**src/rtl/bcd_pkg.sv**
```systemverilog
// Shared constants, FSM state type and per-digit correction helper for the
// BCD display scheduler.
package bcd_pkg;

  localparam int NCH_DEF   = 4;
  localparam int BIN_W_DEF = 10;
  localparam int DIG_W     = 4;
  localparam int NDIG      = 3;
  localparam int ITERS_DEF = BIN_W_DEF;  // one shift per operand bit

  typedef enum logic [1:0] {
    IDLE,
    LOAD,
    SHIFT,
    STORE
  } state_t;

  // Double-dabble correction: a digit of 5 or more would overflow past 9 when doubled.
  function automatic logic [DIG_W-1:0] dabble_digit(input logic [DIG_W-1:0] d);
    return (d >= 4'd5) ? d + 4'd3 : d;
  endfunction

endpackage

```
**src/rtl/bcd_dabble.sv**
```systemverilog
// Iterative shift/add-3 binary-to-BCD converter: load captures the operand,
// each step performs one iteration, done flags that the current step is the last.
module bcd_dabble
  import bcd_pkg::*;
#(
  parameter int BIN_W = BIN_W_DEF,
  parameter int ITERS = ITERS_DEF,
  parameter int NDIG_INT = NDIG
) (
  input  logic                      clk,
  input  logic                      rst,
  input  logic                      load,
  input  logic                      step,
  input  logic [BIN_W-1:0]          bin,
  output logic [NDIG_INT*DIG_W-1:0] bcd,
  output logic                      done
);

  localparam int BCD_W = NDIG_INT * DIG_W;
  localparam int SH_W  = BCD_W + BIN_W;
  localparam int CNT_W = $clog2(ITERS + 1);
  localparam logic [CNT_W-1:0] LAST = CNT_W'(ITERS - 1);

  logic [SH_W-1:0]  sh;
  logic [SH_W-1:0]  sh_adj;
  logic [CNT_W-1:0] cnt;

  always_comb begin
    sh_adj = sh;
    for (int d = 0; d < NDIG_INT; d++) begin
      sh_adj[BIN_W + d*DIG_W +: DIG_W] = dabble_digit(sh[BIN_W + d*DIG_W +: DIG_W]);
    end
  end

  // NOTE: sequential state uses non-blocking assignments so every register
  // samples pre-edge values regardless of block evaluation order.
  always_ff @(posedge clk or posedge rst) begin
    if (rst) begin
      sh  <= '0;
      cnt <= '0;
    end else if (load) begin
      sh  <= {{BCD_W{1'b0}}, bin};
      cnt <= '0;
    end else if (step) begin
      sh  <= {sh_adj[SH_W-2:0], 1'b0};
      cnt <= cnt + 1'b1;
    end
  end

  assign bcd  = sh[SH_W-1 -: BCD_W];
  assign done = (cnt == LAST);

endmodule

```
**src/rtl/bcd_display_scheduler.sv**
```systemverilog
// Round-robin scheduler sharing one double-dabble converter across NCH channels.
// Define BCD_OVERLOAD_EN to saturate operands above 999 to 0x999 and flag overload.
module bcd_display_scheduler
  import bcd_pkg::*;
#(
  parameter int NCH   = NCH_DEF,
  parameter int BIN_W = BIN_W_DEF
) (
  input  logic                 CLOCK_50,
  input  logic                 reset,
  input  logic [NCH-1:0]       req,
  input  logic [NCH*BIN_W-1:0] bin_in,
  output logic [NCH-1:0]       ack,
  output logic [NCH*12-1:0]    bcd_out,
  output logic [NCH-1:0]       valid,
  output logic [NCH-1:0]       overload,
  output logic                 busy
);

  localparam int IDX_W = (NCH > 1) ? $clog2(NCH) : 1;
  localparam int RES_W = NDIG * DIG_W;
  localparam logic [IDX_W:0] NCH_L = (IDX_W+1)'(NCH);
`ifdef BCD_OVERLOAD_EN
  localparam int DAB_DIG = NDIG + 1;
`else
  localparam int DAB_DIG = NDIG;  // thousands carry falls off the top: value mod 1000
`endif
  localparam int DAB_W = DAB_DIG * DIG_W;

  state_t           state;
  logic [IDX_W-1:0] rr_ptr;
  logic [IDX_W-1:0] grant;
  logic [IDX_W-1:0] win;
  logic [IDX_W-1:0] nxt_ptr;
  logic [IDX_W:0]   cand;
  logic [IDX_W:0]   nxt;
  logic             found;
  logic [NCH-1:0]   elig;
  logic [DAB_W-1:0] dab_bcd;
  logic             dab_done;
  logic [RES_W-1:0] res;

  // A channel whose ack is in flight must not be re-granted on stale req.
  assign elig = req & ~ack;

  // NOTE: every always_comb output gets a default first so no path infers a latch.
  always_comb begin
    found = 1'b0;
    win   = rr_ptr;
    cand  = '0;
    for (int k = 0; k < NCH; k++) begin
      cand = {1'b0, rr_ptr} + (IDX_W+1)'(k);
      if (cand >= NCH_L) cand = cand - NCH_L;
      if (!found && elig[cand[IDX_W-1:0]]) begin
        found = 1'b1;
        win   = cand[IDX_W-1:0];
      end
    end
    nxt = {1'b0, win} + 1'b1;
    if (nxt == NCH_L) nxt = '0;
    nxt_ptr = nxt[IDX_W-1:0];
  end

  bcd_dabble #(
    .BIN_W   (BIN_W),
    .ITERS   (BIN_W),
    .NDIG_INT(DAB_DIG)
  ) u_dabble (
    .clk (CLOCK_50),
    .rst (reset),
    .load(state == LOAD),
    .step(state == SHIFT),
    .bin (bin_in[grant*BIN_W +: BIN_W]),
    .bcd (dab_bcd),
    .done(dab_done)
  );

`ifdef BCD_OVERLOAD_EN
  logic res_ovl;
  logic [NCH-1:0] ovl_q;

  always_comb begin
    res     = dab_bcd[RES_W-1:0];
    res_ovl = 1'b0;
    if (|dab_bcd[DAB_W-1 -: DIG_W]) begin
      res     = {NDIG{4'h9}};
      res_ovl = 1'b1;
    end
  end

  assign overload = ovl_q;
`else
  assign res      = dab_bcd;
  assign overload = '0;
`endif

  // NOTE: the per-channel result bank is a handful of flops, so it takes the
  // async reset like any other register rather than being left uninitialised.
  always_ff @(posedge CLOCK_50 or posedge reset) begin
    if (reset) begin
      state   <= IDLE;
      busy    <= 1'b0;
      ack     <= '0;
      rr_ptr  <= '0;
      grant   <= '0;
      bcd_out <= '0;
      valid   <= '0;
`ifdef BCD_OVERLOAD_EN
      ovl_q   <= '0;
`endif
    end else begin
      ack <= '0;
      case (state)
        IDLE: begin
          if (found) begin
            grant  <= win;
            rr_ptr <= nxt_ptr;
            state  <= LOAD;
            busy   <= 1'b1;
          end
        end
        LOAD: state <= SHIFT;
        SHIFT: begin
          if (dab_done) state <= STORE;
        end
        STORE: begin
          state                        <= IDLE;
          busy                         <= 1'b0;
          ack[grant]                   <= 1'b1;
          valid[grant]                 <= 1'b1;
          bcd_out[grant*RES_W +: RES_W] <= res;
`ifdef BCD_OVERLOAD_EN
          ovl_q[grant]                 <= res_ovl;
`endif
        end
        default: begin
          state <= IDLE;
          busy  <= 1'b0;
        end
      endcase
    end
  end

endmodule

```
**config.mk**
```make
export PLATFORM = sky130hd
export DESIGN_NAME = bcd_display_scheduler
export DESIGN_NICKNAME = d
export VERILOG_FILES = /design/src/rtl/bcd_pkg.sv /design/src/rtl/bcd_dabble.sv /design/src/rtl/bcd_display_scheduler.sv
export SDC_FILE = /design/constraint.sdc
export NUM_CORES = 1
export LEC_CHECK = 0
export CORE_UTILIZATION = 49
export DETAILED_ROUTE_END_ITERATION = 12
export MAX_ROUTING_LAYER = met4
export PLACE_DENSITY = 0.86
export SLEW_MARGIN = 40
export SYNTH_ARGS = -nofsm -noshare
export SYNTH_HDL_FRONTEND = slang
export SYNTH_SLANG_ARGS = --single-unit
```
**constraint.sdc**
```tcl
create_clock -name CLOCK_50 -period 3.4 [get_ports CLOCK_50]
set_clock_uncertainty 0.05 [all_clocks]
set_input_delay 0.68 -clock CLOCK_50 [delete_from_list [all_inputs] [get_ports CLOCK_50]]
set_output_delay 0.68 -clock CLOCK_50 [all_outputs]
set_load 0.01 [all_outputs]
```
==> impl_metrics.tcl, run 1 <==
set metrics [dict create \
    synth_area_leader_cell "sky130_fd_sc_hd__dfrtp_1" \
    final-instance-count-excl-fill 680 \
    worst_skew_pair_latency_ns 0.38 \
    grt_antenna_before_repair 0 \
    grt_first_pass_wirelength_um 18800 \
    worst_ep_required_time_ns 3.66 \
    min_period_over_period_pct 77.8 \
    max_slew.worst_pin.slew_ns 0.807 \
    period_needed_ns 2.65 \
    grt_pass1_vias 3830 \
    cell_with_the_most_instances_after_synthesis "sky130_fd_sc_hd__dfrtp_1" \
    power-per-cell-area_nw_per_um2 893 \
    syn-cell-area_um2 4890 \
    crit_path_start_kind "register" \
    ys_types 53 \
    ioPinCount 107 \
    die_height_um 102 \
    detailed_route_via_count 3820 \
    result_of_the_run "finished, final reports clean" \
    power.share.combinational_pct 54.1 \
    design.die.area_um2 10400 \
    rsz0062_at_grt "false" \
    criticalPathCategory "register to register" \
    maxCapViolations 0 \
    clock_tree.buffer_depth 2 \
    syn_avg_cell_area_um2 10.8 \
    power_switching_uw 2390 \
    synth_top_area_share_pct 45.6 \
    cts_htree_levels 3 \
    power_report.internal_total_uw 3100 \
    floorplan.initialDensity_pct 50.2 \
    cts_made_buffers 9 \
    core_um2 9730 \
    vias_per_cell 5.62 \
    gr-total-overflow 0 \
    clock-sinks 89 \
    yosysSeqAreaShare_pct 45.6 \
    place_hpwl_um 8250 \
    post_synth_inst_count 452 \
    drc_errors 0 \
    gr-usage-all-layers_pct 24.3 \
    ant_nets 0 \
    finalSetupViolCount 0 \
    holdCritPathClass "register to register" \
    synth-async-reset-ratio_pct 100 \
    place_inst 664 \
    synthesis.yosys.warnings 0 \
    synth_seq_cells 89 \
    endpoint_kind "register" \
    achievable-frequency_ghz 0.378 \
    row_count 36 \
    grt_max_degree 47 \
    drtPass1Iterations 6 \
    placement.io_buffers 102 \
    synth.area.top_cells "sky130_fd_sc_hd__dfrtp_1 46%, sky130_fd_sc_hd__a22o_1 5.6%, sky130_fd_sc_hd__ha_1 5.4%" \
    finalSetupTns_ns 0 \
    synth-edff-count 0 \
    tritoncts "yes" \
    relSlewSlack_pct 46.2 \
    cts_post_setup_buffers_inserted 0 \
    num_antenna_cells 0 \
    drt_iter0_markers 252 \
    cts.hold.buffers_added 0 \
    synth_top_flop_cell "sky130_fd_sc_hd__dfrtp_1" \
    path_clk_slew_ns 0.10 \
    syn2layout_area_growth_pct 25.8 \
    power.switching_fraction_pct 43.5 \
    seqPwrFrac_pct 31.8 \
    avgRoutedWirePerCell_um 16.6 \
    leakage_uw 0.00261 \
    ctsResizeCount 0 \
    arrival_ns 2.90 \
    hold_viol 0 \
    layout.nets 609 \
    root_buffer "sky130_fd_sc_hd__clkbuf_8" \
    final_max_slew_violation_count 0 \
    total_wirelength_um 11300 \
    synth.top_cells.by_count "89 x sky130_fd_sc_hd__dfrtp_1, 38 x sky130_fd_sc_hd__nand2_1, 33 x sky130_fd_sc_hd__a21oi_1, 31 x sky130_fd_sc_hd__a22o_1, 28 x sky130_fd_sc_hd__o21ai_0" \
    crit_path_max_fanout 20 \
    power.ir.vdd_worst_v 0.000392 \
    share_of_final_layout_standard_cells_stronger_than_drive_strength_1_pct 10.4 \
    die_width_um 102 \
    p_clk_share_pct 14.1 \
    place_congestion 0.881 \
]
[metal layers]
metal | vias to the layer above | share of wire [%] | global-route usage (%)
met5 | - | 0 | -
met4 | 0 | 1.8 | 7.69
met3 | 23 | 5.3 | 4.10
met2 | 137 | 49 | 38.7
met1 | 1863 | 44 | 31.8
li1 | 1797 | - | -
[layout by cell type (no fill, tap or decap), types with 3 or more instances in the layout]
cell                              synthesis  routed
sky130_fd_sc_hd__a211oi_1                 3       3
sky130_fd_sc_hd__a21oi_1                 33      33
sky130_fd_sc_hd__a22o_1                  31      31
sky130_fd_sc_hd__a22oi_1                 10      10
sky130_fd_sc_hd__a32o_1                   3       3
sky130_fd_sc_hd__and2_1                   5       5
sky130_fd_sc_hd__and2b_1                  3       3
sky130_fd_sc_hd__buf_4                    5       5
sky130_fd_sc_hd__clkbuf_8                 0      10
sky130_fd_sc_hd__clkdlybuf4s50_1          0     102
sky130_fd_sc_hd__conb_1                   1       4
sky130_fd_sc_hd__dfrtp_1                 89      88
sky130_fd_sc_hd__ha_1                    21      21
sky130_fd_sc_hd__inv_1                   19      18
sky130_fd_sc_hd__mux2_2                   4       4
sky130_fd_sc_hd__mux2i_1                 24      24
sky130_fd_sc_hd__mux4_2                  10      10
sky130_fd_sc_hd__nand2_1                 38      38
sky130_fd_sc_hd__nand2b_1                 7       7
sky130_fd_sc_hd__nand3_1                  6       6
sky130_fd_sc_hd__nand3b_1                 3       3
sky130_fd_sc_hd__nor2_1                  22      22
sky130_fd_sc_hd__nor2_2                   3       3
sky130_fd_sc_hd__nor2b_1                  3       3
sky130_fd_sc_hd__nor3_1                   3       3
sky130_fd_sc_hd__nor3_2                   3       3
sky130_fd_sc_hd__o21ai_0                 28      28
sky130_fd_sc_hd__o21ai_1                  5       5
sky130_fd_sc_hd__o22ai_1                  5       5
sky130_fd_sc_hd__o31ai_1                  3       3
sky130_fd_sc_hd__or2_2                    5       5
sky130_fd_sc_hd__or3_1                    4       4
sky130_fd_sc_hd__xnor2_1                  4       4
[worst paths after layout]
path / start / slack, ns / end / depth (start not counted)
min in group asynchronous: reset / 0.65 / bcd_out[24] / 2
worst min-delay path: valid[2] / 0.43 / valid[2] / 1
worst max register to register: grant[0] / 0.75 / bcd_out[36] / 6
worst max-delay path: grant[0] / 0.75 / bcd_out[36] / 6
max in group asynchronous: reset / 2.02 / bcd_out[38] / 3
worst min register to register: valid[2] / 0.43 / valid[2] / 1
[registers in the layout, indices dropped and copies added (netlist names)]
| signal | flops |
|---|---|
| bcd_out | 48 |
| rr_ptr | 2 |
| valid | 4 |
| ack | 4 |
| busy | 1 |
| u_dabble.sh | 22 |
| u_dabble.cnt | 4 |
| state | 2 |
| grant | 2 |
[metrics by stage]
stage | cell area [um2] | setup WS (ns) | hold WS [ns] | utilization [%] | total power (uW)
after floorplan | 4900 | 0.363 | 0.428 | - | 3880
after global placement | 5940 | 1.01 | 0.404 | 61.0 | 4570
after detailed placement | 5940 | 0.881 | 0.412 | 61.0 | 4700
after CTS | 6150 | 0.824 | 0.436 | 63.2 | 5480
after global routing | 6150 | 0.611 | 0.457 | 63.2 | 5890
final | 6150 | 0.755 | 0.430 | 63.2 | 5490
[area by class of cell]
| type | instances | area, um2 |
|---|---|---|
| Fill cell | 761 | 3580 |
| Multi-Input combinational cell | 315 | 2390 |
| Sequential cell | 89 | 2230 |
| Timing Repair Buffer | 108 | 1080 |
| Tap cell | 133 | 166 |
| Clock buffer | 10 | 138 |
| Inverter | 19 | 73.8 |
| Clock inverter | 6 | 72.6 |
[power by group through the flow]
stage / clock network, uW / registers [uW] / logic [uW]
floorplan: 0 / 1720 / 2160
detailed placement: 0 / 1750 / 2950
CTS: 780 / 1740 / 2970
global placement: 0 / 1730 / 2830
global route: 829 / 1790 / 3270
finish: 773 / 1750 / 2970
[cells by family (layout without fill, tap and decap cells)]
kind of cell             count (synthesis)  after routing  share of synthesized area, %
AO/OA/AOI/OAI                          133            133                          18.7
multiplexers                            38             38                          10.4
buffers and inverters                   51            143                          5.74
flip-flops                              89             89                          45.6
AND/OR/NAND/NOR                        111            111                          12.1
adder cells (fa/ha/maj)                 21             21                          5.38
XOR/XNOR                                 8              8                          1.97
other                                    1              4                        0.0768
[critical path, stage by stage, from the launching register on]
cell	delay, ns
sky130_fd_sc_hd__dfrtp_2	0.41
sky130_fd_sc_hd__inv_1	0.23
sky130_fd_sc_hd__ha_1	0.73
sky130_fd_sc_hd__nand3b_1	0.23
sky130_fd_sc_hd__nor3_1	0.60
sky130_fd_sc_hd__a22oi_1	0.20
sky130_fd_sc_hd__nand2_1	0.12
Note: power is estimated with default switching activity, not from simulation.
==> inputs of run 2 (changes only) <==
- clock period: 3.4 -> 2.8 ns (I/O delays scaled with it)
==> run 2 against run 1 <==
  * Wire length up 2.0%
  * Flip-flop and latch count unchanged
  * Critical endpoint is now bcd_out[46]
  * Design area up 0.79%
  * Setup slack worse by 0.47 ns
  * Critical path type unchanged
  * Largest power group unchanged
  * Largest cell class unchanged
  * Register-to-register slack worse by 0.47 ns
  * First-iteration DRC count up 21%
  * Highest routed layer unchanged
==> impl_metrics.tcl, run 2 (same netlist as run 1, synthesis figures left out) <==
set metrics [dict create \
    result_of_the_run "finished, final reports clean" \
    reg2reg_slack_ns 0.29 \
    worst_reg2reg_endpoint "bcd_out[46]" \
    holdCritPathClass "register to register" \
    fin_ws_ns 0.287 \
    grt_pass1_vias 3863 \
    total_wirelength_um 11500 \
    fill_cell_instance_count_of_the_final_layout 737 \
    mostFrequentLayoutCell "sky130_fd_sc_hd__clkdlybuf4s50_1" \
    power_report.internal_total_uw 3910 \
    grt_antenna_before_repair 0 \
    power.switching_fraction_pct 42.3 \
    cts_post_setup_buffers_inserted 0 \
    cts_made_buffers 9 \
    criticalPathCategory "register to register" \
    wl_met1_um 5060 \
    gr-usage-all-layers_pct 24.5 \
    grt_first_pass_wirelength_um 18900 \
    crit_path_max_fanout 38 \
    min_from "valid[0]" \
    power-per-cell-area_nw_per_um2 1090 \
    final_cell_mix "102 x sky130_fd_sc_hd__clkdlybuf4s50_1, 88 x sky130_fd_sc_hd__dfrtp_1, 38 x sky130_fd_sc_hd__nand2_1" \
    multiInputGateArea_um2 2390 \
    maxCapViolations 0 \
    reg2reg_depth 5 \
    topRoutingLayerUsed "met4" \
    endpoint_kind "register" \
    largest_register_ffs 48 \
    detailroute.wirelength.met2_um 5570 \
    min_period_over_period_pct 89.7 \
    gr-total-overflow 0 \
    num_antenna_cells 0 \
    worst_r2r_startpoint "grant[0]" \
    place_hpwl_um 8360 \
    die_height_um 102 \
    ant_nets 0 \
    die_width_um 102 \
    root_buffer "sky130_fd_sc_hd__clkbuf_8" \
    detailed_route_via_count 3937 \
    power.ir.vdd_worst_v 0.000566 \
    ioPinCount 107 \
    smallest_hold_slack_ns 0.421 \
    hold_depth 1 \
    path_clk_slew_ns 0.09 \
    achievable-frequency_ghz 0.398 \
    clock_tree.buffer_depth 2 \
    grt_max_degree 49 \
    biggestRegsByFlops "bcd_out (48), u_dabble.sh (22)" \
    worst_skew_pair_latency_ns 0.37 \
    vias_per_cell 5.76 \
    layout.nets 614 \
    area.sequential_um2 2230 \
    power.share.combinational_pct 54.2 \
    finalSetupViolCount 0 \
    max_slew.worst_pin.slew_ns 0.745 \
    worst_ep_required_time_ns 3.05 \
    power.total_uw 6770 \
    cts.hold.buffers_added 0 \
    detailedPlace.worstSlack_ns 0.387 \
    relSlewSlack_pct 50.3 \
    leakage_uw 0.00264 \
    share_of_final_layout_standard_cells_stronger_than_drive_strength_1_pct 10.9 \
    arrival_ns 2.77 \
    ctsResizeCount 0 \
    detailroute.wirelength.met3_um 670 \
    core_um2 9730 \
    row_count 36 \
    placement.io_buffers 102 \
    p_clk_share_pct 14.6 \
    largest_register "bcd_out" \
    syn2layout_area_growth_pct 26.8 \
    final_max_slew_violation_count 0 \
    floorplan.initialDensity_pct 50.2 \
    drtPass1Iterations 5 \
    seqPwrFrac_pct 31.3 \
    design.die.area_um2 10400 \
    cts_htree_levels 3 \
    power_switching_uw 2870 \
    finalSetupTns_ns 0 \
    period_needed_ns 2.51 \
    drc_errors 0 \
    place_congestion 0.876 \
    drt_iter0_markers 305 \
    hold_path_end "valid[0]" \
    rsz0062_at_grt "false" \
    hold_viol 0 \
    tritoncts "yes" \
    clock-sinks 89 \
    crit_path_start_kind "register" \
    avgRoutedWirePerCell_um 16.9 \
    timing.critical_path.from "grant[0]" \
]
-- run 2: changes by cell type in the layout (fill, tap and decap cells not counted) --
cell                        before  now
sky130_fd_sc_hd__inv_6           2    0
sky130_fd_sc_hd__buf_4           5   10
sky130_fd_sc_hd__clkbuf_1        0    1
sky130_fd_sc_hd__bufinv_16       1    2
sky130_fd_sc_hd__clkinv_4        2    0
sky130_fd_sc_hd__clkbuf_8       10   11
sky130_fd_sc_hd__inv_4           1    0
sky130_fd_sc_hd__clkinv_2        0    1
-- run 2: area by class of cell --
| type | instances | share of cell area [%] |
|---|---|---|
| Multi-Input combinational cell | 315 | 38.6 |
| Sequential cell | 89 | 36.0 |
| Timing Repair Buffer | 113 | 18.0 |
| Tap cell | 133 | 2.69 |
| Clock buffer | 12 | 2.50 |
| Inverter | 19 | 1.21 |
| Clock inverter | 3 | 1.05 |
-- run 2: worst max path at each step --
stage | endpoint | slack (ns)
after floorplan | bcd_out[39] | 0.72
after global placement | bcd_out[46] | 0.44
after detailed placement | bcd_out[39] | 0.39
after CTS | bcd_out[39] | 0.36
after global routing | bcd_out[39] | 0.11
final | bcd_out[46] | 0.29
-- run 2: through the flow --
stage	utilization, %	cell area (um2)	cells
2_1_floorplan	-	4900	455
3_3_place_gp	61.4	5980	669
3_5_place_dp	61.4	5980	669
4_1_cts	63.7	6200	684
5_1_grt	63.7	6200	684
6_report	63.7	6200	684
-- run 2: metal layers --
layer | track usage, % | vias up
met3 | 5.20 | 26
li1 | - | 1808
met2 | 37.6 | 148
met1 | 31.9 | 1955
met4 | 9.45 | 0
met5 | - | -
-- run 2: worst max-delay path, stage by stage, from the launching register on --
cell and delay [ns]:
sky130_fd_sc_hd__dfrtp_2 0.36, sky130_fd_sc_hd__buf_4 0.50, sky130_fd_sc_hd__ha_1 0.24, sky130_fd_sc_hd__nand2_1 0.35, sky130_fd_sc_hd__nor3_1 0.70, sky130_fd_sc_hd__a22o_1 0.23
-- run 2: power by group through the flow --
stage / Sequential [uW] / Combinational (uW) / Clock, uW
5_1_grt: 2170 / 4010 / 1060
4_1_cts: 2110 / 3670 / 999
2_1_floorplan: 2090 / 2620 / 0
3_5_place_dp: 2130 / 3640 / 0
3_3_place_gp: 2110 / 3480 / 0
6_report: 2120 / 3670 / 987
==> inputs of run 3 (changes only) <==
- CORE_UTILIZATION: 49 -> 40
- PLACE_DENSITY: 0.86 -> 0.74
==> run 3 against run 2 <==
  * Register-to-register slack improved by 0.20 ns
  * Sequential power is essentially flat
  * Power increased by 4.9%
  * Cell count increased by 2.5%
  * Non-clock buffer count rose by 2
  * Worst hold slack gained 0.0047 ns
  * Critical path type unchanged
  * Critical endpoint is now bcd_out[39]
  * Largest power group unchanged
==> impl_metrics.tcl, run 3 (same netlist as run 1, synthesis figures left out) <==
set metrics [dict create \
    tritoncts "yes" \
    endpoint_kind "register" \
    power.ir.vdd_worst_v 0.000486 \
    final-instance-count-excl-fill 701 \
    clock_tree.buffer_depth 2 \
    topRoutingLayerUsed "met4" \
    wl_met1_um 5120 \
    drc_errors 0 \
    vias_per_cell 5.52 \
    cts.hold.buffers_added 0 \
    place_hpwl_um 8710 \
    period_needed_ns 2.32 \
    num_antenna_cells 0 \
    ioPinCount 107 \
    reg2reg_slack_ns 0.48 \
    worst_r2r_startpoint "grant[0]" \
    cts_post_setup_buffers_inserted 0 \
    holdCritPathClass "register to register" \
    die_width_um 113 \
    floorplan.initialDensity_pct 40.8 \
    hold_depth 1 \
    cts_made_buffers 9 \
    slowest_stage "sky130_fd_sc_hd__buf_4" \
    worst_skew_pair_latency_ns 0.35 \
    largest_register_ffs 48 \
    criticalPathCategory "register to register" \
    arrival_ns 2.55 \
    die_height_um 113 \
    worst_ep_required_time_ns 3.03 \
    grt_max_degree 49 \
    grt_antenna_before_repair 0 \
    place_inst 685 \
    cp.depth 6 \
    row_count 40 \
    worstPathBufferInverterCount 1 \
    gr-usage-all-layers_pct 20.8 \
    placement.io_buffers 102 \
    dpl-instance-area_um2 6010 \
    endpoint "bcd_out[39]" \
    timing.critical_path.from "grant[0]" \
    min_period_over_period_pct 82.8 \
    final_cell_mix "102 x sky130_fd_sc_hd__clkdlybuf4s50_1, 88 x sky130_fd_sc_hd__dfrtp_1, 38 x sky130_fd_sc_hd__nand2_1" \
    finalSetupViolCount 0 \
    result_of_the_run "finished, final reports clean" \
    clock-sinks 89 \
    area.sequential_um2 2230 \
    drtPass1Iterations 5 \
    syn2layout_area_growth_pct 29.5 \
    relSlewSlack_pct 55.5 \
    leakage_uw 0.00268 \
    drt_iter0_markers 300 \
    ctsResizeCount 0 \
    layout.nets 616 \
    design.die.area_um2 12700 \
    place_congestion 0.893 \
    critical_path.max_stage_delay_ns 0.49 \
    max_slew.worst_pin.slew_ns 0.665 \
    multiInputGateArea_um2 2390 \
    cts_htree_levels 3 \
    crit_path_max_fanout 38 \
    crit_path_start_kind "register" \
    power-per-cell-area_nw_per_um2 1120 \
    crit_path_cell_trace "buf_4 > ha_1 > nand2_1 > nor3_1 > nor2b_1 > a221o_1" \
    root_buffer "sky130_fd_sc_hd__clkbuf_16" \
    fill_cell_instance_count_of_the_final_layout 1033 \
    biggestRegsByFlops "bcd_out (48), u_dabble.sh (22)" \
    path_clk_slew_ns 0.07 \
    final_design_area_no_fill_um2 6330 \
    maxCapViolations 0 \
    core_um2 12000 \
    total_wirelength_um 11900 \
    rsz0062_at_grt "false" \
    share_of_final_layout_standard_cells_stronger_than_drive_strength_1_pct 11.4 \
    hold_viol 0 \
    detailroute.wirelength.met3_um 513 \
    finalSetupTns_ns 0 \
    grt_first_pass_wirelength_um 20000 \
    detailroute.wirelength.met2_um 6040 \
    timing.critical_path.max_delay_family "simple AND/OR/NAND/NOR gates" \
    largest_register "bcd_out" \
    detailed_route_via_count 3870 \
    ant_nets 0 \
    worst_reg2reg_endpoint "bcd_out[39]" \
    grt_pass1_vias 3917 \
    final_max_slew_violation_count 0 \
    avgRoutedWirePerCell_um 16.9 \
    achievable-frequency_ghz 0.432 \
    gr-total-overflow 0 \
    reg2reg_depth 6 \
    mostFrequentLayoutCell "sky130_fd_sc_hd__clkdlybuf4s50_1" \
]
-- run 3: cell count changes in the layout (fill, tap and decap cells not counted), sizes merged --
cell | before | now
clkinvlp | 1 | 4
buf | 11 | 13
clkbuf | 12 | 10
clkinv | 1 | 0
inv | 18 | 19
-- run 3: layout make-up --
class	instances	area share, %
Multi-Input combinational cell	315	37.8
Sequential cell	89	35.2
Timing Repair Buffer	115	17.9
Clock buffer	10	3.62
Tap cell	147	2.91
Clock inverter	6	1.44
Inverter	19	1.19
-- run 3: routing by layer --
metal,vias to the layer above,track usage (%)
li1,1819,-
met5,-,-
met3,19,4.43
met1,1906,25.0
met4,0,7.20
met2,126,34.7
-- run 3: how the worst min path moves through the flow --
| stage | startpoint | endpoint | slack, ns |
|---|---|---|---|
| 2_1_floorplan | u_dabble.sh[9] | u_dabble.sh[10] | 0.43 |
| 3_3_place_gp | valid[1] | valid[1] | 0.40 |
| 3_5_place_dp | valid[1] | valid[1] | 0.41 |
| 4_1_cts | valid[1] | valid[1] | 0.43 |
| 5_1_grt | valid[1] | valid[1] | 0.45 |
| 6_report | valid[1] | valid[1] | 0.43 |
-- run 3: power breakdown --
group / leakage (uW) / switching, uW / total, uW / internal, uW
Clock: 0.000145 / 513 / 1300 / 785
Combinational: 0.00138 / 2030 / 3680 / 1650
Sequential: 0.00116 / 401 / 2120 / 1720
-- run 3: through the flow --
stage	hold WS [ns]	setup WS (ns)	total power, uW	utilization, %
2_1_floorplan	0.428	0.719	4710	-
3_3_place_gp	0.403	0.568	5680	50.2
3_5_place_dp	0.414	0.489	5800	50.2
4_1_cts	0.430	0.474	7130	52.9
5_1_grt	0.455	0.238	7610	52.9
6_report	0.425	0.483	7100	52.9
